### config.mk
export PLATFORM = sky130hd
export DESIGN_NAME = phase_frame_ctrl
export DESIGN_NICKNAME = d
export VERILOG_FILES = /design/src/rtl/phase_frame_ctrl.sv
export SDC_FILE = /design/constraint.sdc
export NUM_CORES = 1
export LEC_CHECK = 0
export ABC_AREA = 1
export BUFFER_PORTS_ARGS = -buffer_cell sky130_fd_sc_hd__buf_2
export CAP_MARGIN = 10
export CORE_UTILIZATION = 55
export DETAILED_ROUTE_END_ITERATION = 10
export PLACE_DENSITY = 0.85
export SYNTH_ARGS = -nofsm -noshare
export SYNTH_HDL_FRONTEND = slang
export SYNTH_SLANG_ARGS = --single-unit
### constraint.sdc
create_clock -name clk -period 7.1 [get_ports clk]
set_input_delay 0.71 -clock clk [delete_from_list [all_inputs] [get_ports clk]]
set_output_delay 0.71 -clock clk [all_outputs]
set_load 0.05 [all_outputs]
### src/rtl/phase_frame_ctrl.sv
// AXI4-Lite register block with one frame counter per acquisition phase; counter updates emit the
// phase index on AXI-Stream through an event FIFO, and a zero write clears all counters and pulses a downstream reset.
module phase_frame_ctrl #(
  parameter int NUM_PHASES   = 2,
  parameter int CTR_WIDTH    = 32,
  parameter int RESET_CYCLES = 16,
  parameter int FIFO_DEPTH   = 16
) (
  input  logic        clk,
  input  logic        reset,
  output logic        external_resetn,
  input  logic [31:0] S_AXI_AWADDR,
  input  logic        S_AXI_AWVALID,
  input  logic [2:0]  S_AXI_AWPROT,
  output logic        S_AXI_AWREADY,
  input  logic [31:0] S_AXI_WDATA,
  input  logic [3:0]  S_AXI_WSTRB,
  input  logic        S_AXI_WVALID,
  output logic        S_AXI_WREADY,
  output logic [1:0]  S_AXI_BRESP,
  output logic        S_AXI_BVALID,
  input  logic        S_AXI_BREADY,
  input  logic [31:0] S_AXI_ARADDR,
  input  logic        S_AXI_ARVALID,
  input  logic [2:0]  S_AXI_ARPROT,
  output logic        S_AXI_ARREADY,
  output logic [31:0] S_AXI_RDATA,
  output logic [1:0]  S_AXI_RRESP,
  output logic        S_AXI_RVALID,
  input  logic        S_AXI_RREADY,
  output logic [7:0]  AXIS_OUT_TDATA,
  output logic        AXIS_OUT_TVALID,
  input  logic        AXIS_OUT_TREADY
);
  localparam int AW = $clog2(FIFO_DEPTH);
  localparam logic [1:0] OKAY = 2'b00, SLVERR = 2'b10, DECERR = 2'b11;
  localparam logic [4:0] NP5 = 5'(NUM_PHASES);
  localparam logic [AW-1:0] PTR_ONE = 1;
  localparam logic [AW:0] CNT_ONE = 1;
  localparam logic [AW:0] CNT_FULL = (AW+1)'(FIFO_DEPTH);

  typedef enum logic [1:0] {W_IDLE, W_RESP, W_RESETTING} wstate_t;
  typedef enum logic {R_IDLE, R_DATA} rstate_t;

  wstate_t wstate;
  rstate_t rstate;
  logic [CTR_WIDTH-1:0] ctr [NUM_PHASES];
  logic [7:0]  rst_cnt;
  logic        overflow;
  logic [31:0] drop_count;
  logic [7:0]  fifo_mem [FIFO_DEPTH];
  logic [AW-1:0] wr_ptr, rd_ptr;
  logic [AW:0] fifo_cnt;

  logic wr_accept, fifo_full, pop, push_ok, w_push, w_zero, w_is_ctr, w_strb_ok, r_is_ctr;
  logic [4:0] w_idx, w_ph, r_idx, r_ph;
  logic [CTR_WIDTH-1:0] w_data, w_cur;
  logic [31:0] r_val;
  logic [1:0]  r_resp;
  logic unused_bits;

  assign unused_bits = ^{S_AXI_AWPROT, S_AXI_ARPROT, S_AXI_AWADDR, S_AXI_ARADDR, S_AXI_WDATA};

  assign wr_accept       = (wstate == W_IDLE) & S_AXI_AWVALID & S_AXI_WVALID;
  assign S_AXI_AWREADY   = wr_accept;
  assign S_AXI_WREADY    = wr_accept;
  assign S_AXI_ARREADY   = (rstate == R_IDLE);
  assign external_resetn = ~(reset | (rst_cnt != 8'd0));

  assign fifo_full       = (fifo_cnt == CNT_FULL);
  assign AXIS_OUT_TVALID = (fifo_cnt != '0);
  assign AXIS_OUT_TDATA  = AXIS_OUT_TVALID ? fifo_mem[rd_ptr] : 8'd0;
  assign pop             = AXIS_OUT_TVALID & AXIS_OUT_TREADY;

  always_comb begin
    w_idx     = S_AXI_AWADDR[6:2];
    w_ph      = w_idx - 5'd4;
    w_is_ctr  = (w_idx >= 5'd4) && (w_ph < NP5);
    w_strb_ok = (S_AXI_WSTRB == 4'hF);
    w_data    = S_AXI_WDATA[CTR_WIDTH-1:0];
    w_cur     = '0;
    for (int i = 0; i < NUM_PHASES; i++)
      if (w_ph == 5'(i)) w_cur = ctr[i];
    w_zero  = w_is_ctr && w_strb_ok && (w_data == '0);
    w_push  = wr_accept && w_is_ctr && w_strb_ok && (w_data != '0) && (w_data != w_cur);
    // A pop on the same edge frees the slot, so a full FIFO can still take the push
    push_ok = w_push && (!fifo_full || pop);
  end

  always_comb begin
    r_idx    = S_AXI_ARADDR[6:2];
    r_ph     = r_idx - 5'd4;
    r_is_ctr = (r_idx >= 5'd4) && (r_ph < NP5);
    r_val    = 32'd0;
    r_resp   = OKAY;
    case (r_idx)
      5'd0: r_val = 32'd2;
      5'd1: r_val = {16'd0, 8'(fifo_cnt), 6'd0, overflow, wstate == W_RESETTING};
      5'd2: r_val = drop_count;
      default: begin
        if (r_is_ctr) begin
          for (int i = 0; i < NUM_PHASES; i++)
            if (r_ph == 5'(i) && wstate != W_RESETTING) r_val = 32'(ctr[i]);
        end else begin
          r_resp = DECERR;
        end
      end
    endcase
  end

  always_ff @(posedge clk) begin
    if (push_ok) fifo_mem[wr_ptr] <= 8'(w_ph);
  end

  always_ff @(posedge clk or posedge reset) begin
    if (reset) begin
      wstate       <= W_IDLE;
      rstate       <= R_IDLE;
      for (int i = 0; i < NUM_PHASES; i++) ctr[i] <= '0;
      rst_cnt      <= 8'(RESET_CYCLES);
      overflow     <= 1'b0;
      drop_count   <= 32'd0;
      wr_ptr       <= '0;
      rd_ptr       <= '0;
      fifo_cnt     <= '0;
      S_AXI_BVALID <= 1'b0;
      S_AXI_BRESP  <= OKAY;
      S_AXI_RVALID <= 1'b0;
      S_AXI_RRESP  <= OKAY;
      S_AXI_RDATA  <= 32'd0;
    end else begin
      if (rst_cnt != 8'd0) rst_cnt <= rst_cnt - 8'd1;

      if (wr_accept && w_zero) begin
        wr_ptr   <= '0;
        rd_ptr   <= '0;
        fifo_cnt <= '0;
      end else begin
        if (pop)     rd_ptr <= rd_ptr + PTR_ONE;
        if (push_ok) wr_ptr <= wr_ptr + PTR_ONE;
        case ({push_ok, pop})
          2'b10:   fifo_cnt <= fifo_cnt + CNT_ONE;
          2'b01:   fifo_cnt <= fifo_cnt - CNT_ONE;
          default: ;
        endcase
      end

      if (w_push && !push_ok) begin
        overflow <= 1'b1;
        if (drop_count != 32'hFFFF_FFFF) drop_count <= drop_count + 32'd1;
      end

      case (wstate)
        W_IDLE: if (wr_accept) begin
          wstate       <= W_RESP;
          S_AXI_BVALID <= 1'b1;
          S_AXI_BRESP  <= OKAY;
          if (w_idx == 5'd0 || w_idx == 5'd2) begin
            S_AXI_BRESP <= SLVERR;
          end else if (w_idx == 5'd1) begin
            if (S_AXI_WDATA[1]) begin
              overflow   <= 1'b0;
              drop_count <= 32'd0;
            end
          end else if (w_is_ctr) begin
            if (!w_strb_ok) begin
              S_AXI_BRESP <= SLVERR;
            end else if (w_zero) begin
              for (int i = 0; i < NUM_PHASES; i++) ctr[i] <= '0;
              rst_cnt      <= 8'(RESET_CYCLES);
              wstate       <= W_RESETTING;
              S_AXI_BVALID <= 1'b0;
            end else begin
              for (int i = 0; i < NUM_PHASES; i++)
                if (w_ph == 5'(i)) ctr[i] <= w_data;
            end
          end else begin
            S_AXI_BRESP <= DECERR;
          end
        end
        W_RESETTING: if (rst_cnt == 8'd0) begin
          wstate       <= W_RESP;
          S_AXI_BVALID <= 1'b1;
        end
        W_RESP: if (S_AXI_BREADY) begin
          wstate       <= W_IDLE;
          S_AXI_BVALID <= 1'b0;
        end
        default: wstate <= W_IDLE;
      endcase

      case (rstate)
        R_IDLE: if (S_AXI_ARVALID) begin
          rstate       <= R_DATA;
          S_AXI_RVALID <= 1'b1;
          S_AXI_RDATA  <= r_val;
          S_AXI_RRESP  <= r_resp;
        end
        R_DATA: if (S_AXI_RREADY) begin
          rstate       <= R_IDLE;
          S_AXI_RVALID <= 1'b0;
        end
        default: rstate <= R_IDLE;
      endcase
    end
  end
endmodule

==> flow_summary.ini <==
[outcome]
status = completed

[synthesis]
seq_area_frac_synth = 0.494
yosys-top-cells-area = dfrtp_1 (31%), edfxtp_1 (19%), nand2_1 (11%)
postSynthAreaPerCell_um2 = 7.95
synth_top_area_frac = 0.306
yosysWarnings = 0
synth_seq_cells = 238
synth_area_leader_cell = dfrtp_1
syn_inst = 1618
ys_types = 43
synth_area_mm2 = 0.0129

[final_layout]
final_common_cell = nand2_1
drive_gt1_frac = 0.102
synthToLayoutAreaGrowth_pct = 11.8
final_cell_mix = nand2_1 (378), inv_1 (193), nor2_1 (167), dfrtp_1 (157), nand3_1 (141)
design_area_mm2 = 0.0144
seq_area_mm2 = 0.00636
fillers = 1877
nets = 1823
multi_input_area_mm2 = 0.00545

[sta]
fin_ws_ns = 2.25
finalSetupViolations = 0
min_period_over_period = 0.683
period_minus_slack_ns = 4.85
fmax_mhz = 206
finClkSkew_ns = 0.0238
hold_viol_final = 0
slew_viol_final = 0
final.setup.tns_ns = 0
worst_pin_slew_ns = 1.18
rsz0062_at_grt = no
hold_ws_ns = 0.341
slew_headroom = 0.214

[clock_tree]
clockBufferDepth = 3
post_cts_buffers = 0
cts_hold_buf = 0
htree_levels = 1
root_buffer = clkbuf_16
numCtsBuffers = 25
cts.sinks = 238
worst_skew_pair.late_latency_ns = 0.54
cts-resized-gates = 0
cts_tree = built
path_clk_slew_ns = 0.06

[route]
wl_met3_um = 3050
drt_wl_total_um = 35700
drt-initial-drc-count = 1043
routed-via-count = 11769
first_pass_iters = 6
viasPerCell = 5.82
met1Wirelength_um = 14100
routedWlPerCell_um = 17.7
drc = 0
top_layer = met4
route.met2.wl_um = 16800
ant_nets = 0

[pwr]
ir_drop_mv = 0.263
comb_power_share = 0.282
swShare = 0.366
p_sw_uw = 1490
p_clk_frac = 0.321
power_frac_seq = 0.397
p_int_uw = 2570
powerDensity_mw_per_mm2 = 283
p_leak_uw = 0.00636

[placed_design]
place_congestion = 0.937
place_area_mm2 = 0.0136
place_ws_ns = 1.79
numPortBuffers = 101
dp_hpwl_um = 24500

[floorplan]
io_pins = 165
die_area_mm2 = 0.0240
die_h_um = 155
initial_utilization = 0.565
row_count = 55
core_area_mm2 = 0.0228
die_w_um = 155

[setup_path]
start_kind = input pin
slowest_delay_ns = 0.70
path_max_fanout = 49
required_ns = 7.50
slowest_stage = nand2_2
critical_path_class = input pin to register
crit_top_cell = nand2_1
path_cells = buf_2, inv_1, ha_1, nand2_1, nand2_2, inv_2, nor4_4, nand3_2, nor3_4, buf_4, nand2_2, nand2_2, inv_1, ha_1, nand2_1, o21ai_0, xor2_1, inv_1, nand2_1, nand2_1, nand3_1, nand2_1
worstPathArrival_ns = 5.25
endpoint_kind = register

[grt]
grt-ovfl-total = 0
grt_pass1_wl_um = 56400
grt_pass1_vias = 11020
grt_max_degree = 83
antenna_found_initial = 2
groute.usage.overall = 0.299

[flow_run]
maxCapViolations = 0

[min_path]
hold_path_class = input pin to async pin
[state kept, by name (all words and copies together), names as in the netlist]
| register | count |
|---|---|
| S_AXI_BRESP | 2 |
| S_AXI_BVALID | 1 |
| S_AXI_RDATA | 32 |
| S_AXI_RRESP | 1 |
| S_AXI_RVALID | 1 |
| ctr | 64 |
| drop_count | 32 |
| fifo_cnt | 5 |
| fifo_mem | 80 |
| overflow | 1 |
| rd_ptr | 4 |
| rst_cnt | 8 |
| rstate | 1 |
| wr_ptr | 4 |
| wstate | 2 |
[cells in the mapped netlist (all sizes together)]
cell type,number
edfxtp,80
nor2,169
o21a,1
a41oi,1
clkinv,3
buf,25
nor4,16
o21ai,144
and2,1
nand3b,3
conb,1
or2,3
nor3,28
nand3,144
o22ai,43
o31ai,8
ha,21
inv,200
xor2,18
nor3b,1
a31oi,25
o211ai,3
fa,1
a21oi,30
clkbuf,48
xnor2,11
dfstp,1
o221ai,14
dfrtp,157
and3,1
a211oi,1
nand2,384
nand4,32
[metal layers]
layer,GRT usage,vias to the layer above
li1,-,5524
met1,0.384,5560
met2,0.492,580
met3,0.0518,105
met4,0.147,0
met5,0,-
[metrics by stage]
stage                     utilization  instances  power [µW]
final                           0.631       2021        4060
after floorplan                     -       1620        2460
after global routing            0.631       2019        4230
after CTS                       0.631       2019        4060
after global placement          0.595       1973        2730
after detailed placement        0.595       1973        2760
[power groups by stage]
stage / registers (µW) / clock network, µW / logic [µW]
6_report: 1610 / 1300 / 1140
3_3_place_gp: 1630 / 0 / 1100
2_1_floorplan: 1750 / 0 / 712
5_1_grt: 1620 / 1360 / 1240
3_5_place_dp: 1630 / 0 / 1130
4_1_cts: 1610 / 1310 / 1130
[cells by family (layout without fill, tap and decap cells)]
family                   after synthesis  after routing  share of synthesized area
XOR/XNOR                              29             29                     0.0198
AO/OA/AOI/OAI                        270            270                      0.119
other                                  1              5                   0.000292
AND/OR/NAND/NOR                      782            782                      0.260
buffers and inverters                276            362                     0.0847
adder cells (fa/ha/maj)               22             22                     0.0220
flip-flops                           238            238                      0.494
[critical path, delay by kind of cell]
| family | cells | cell delay, ns |
|---|---|---|
| AOI/OAI and AO/OA | 1 | 0.24 |
| adders and majority gates | 2 | 0.64 |
| and+or+nand+nor | 12 | 2.11 |
| xor gates and xnor gates | 1 | 0.21 |
| buffers and inverters | 6 | 1.32 |
[final cells by class]
cell class | instances | share of cell area
diodes | 2 | 0.000348
multi-input cells | 1106 | 0.379
clock buffers | 29 | 0.0453
well taps | 313 | 0.0272
clock inverters | 17 | 0.0109
inverters | 203 | 0.0534
repair buffers | 113 | 0.0414
flip-flops and latches | 238 | 0.442
[path summary, 6_finish.rpt]
check / to / slack [ns] / depth (start not counted) / start
hold / removal: rst_cnt[0]$_DFF_PP0_ / 0.34 / 2 / reset
setup / recovery: fifo_cnt[4]$_DFFE_PP0P_ / 2.25 / 22 / S_AXI_AWADDR[4]
hold reg to reg: S_AXI_RVALID$_DFFE_PP0P_ / 0.44 / 1 / rstate$_DFF_PP0_
max in group asynchronous: S_AXI_RDATA[2]$_DFFE_PP0P_ / 5.23 / 3 / reset
setup reg to reg: fifo_cnt[4]$_DFFE_PP0P_ / 3.54 / 17 / wstate[0]$_DFFE_PP0P_
min in group clk: S_AXI_RVALID$_DFFE_PP0P_ / 0.36 / 2 / S_AXI_RREADY
Note: power is estimated with default switching activity, not from simulation.
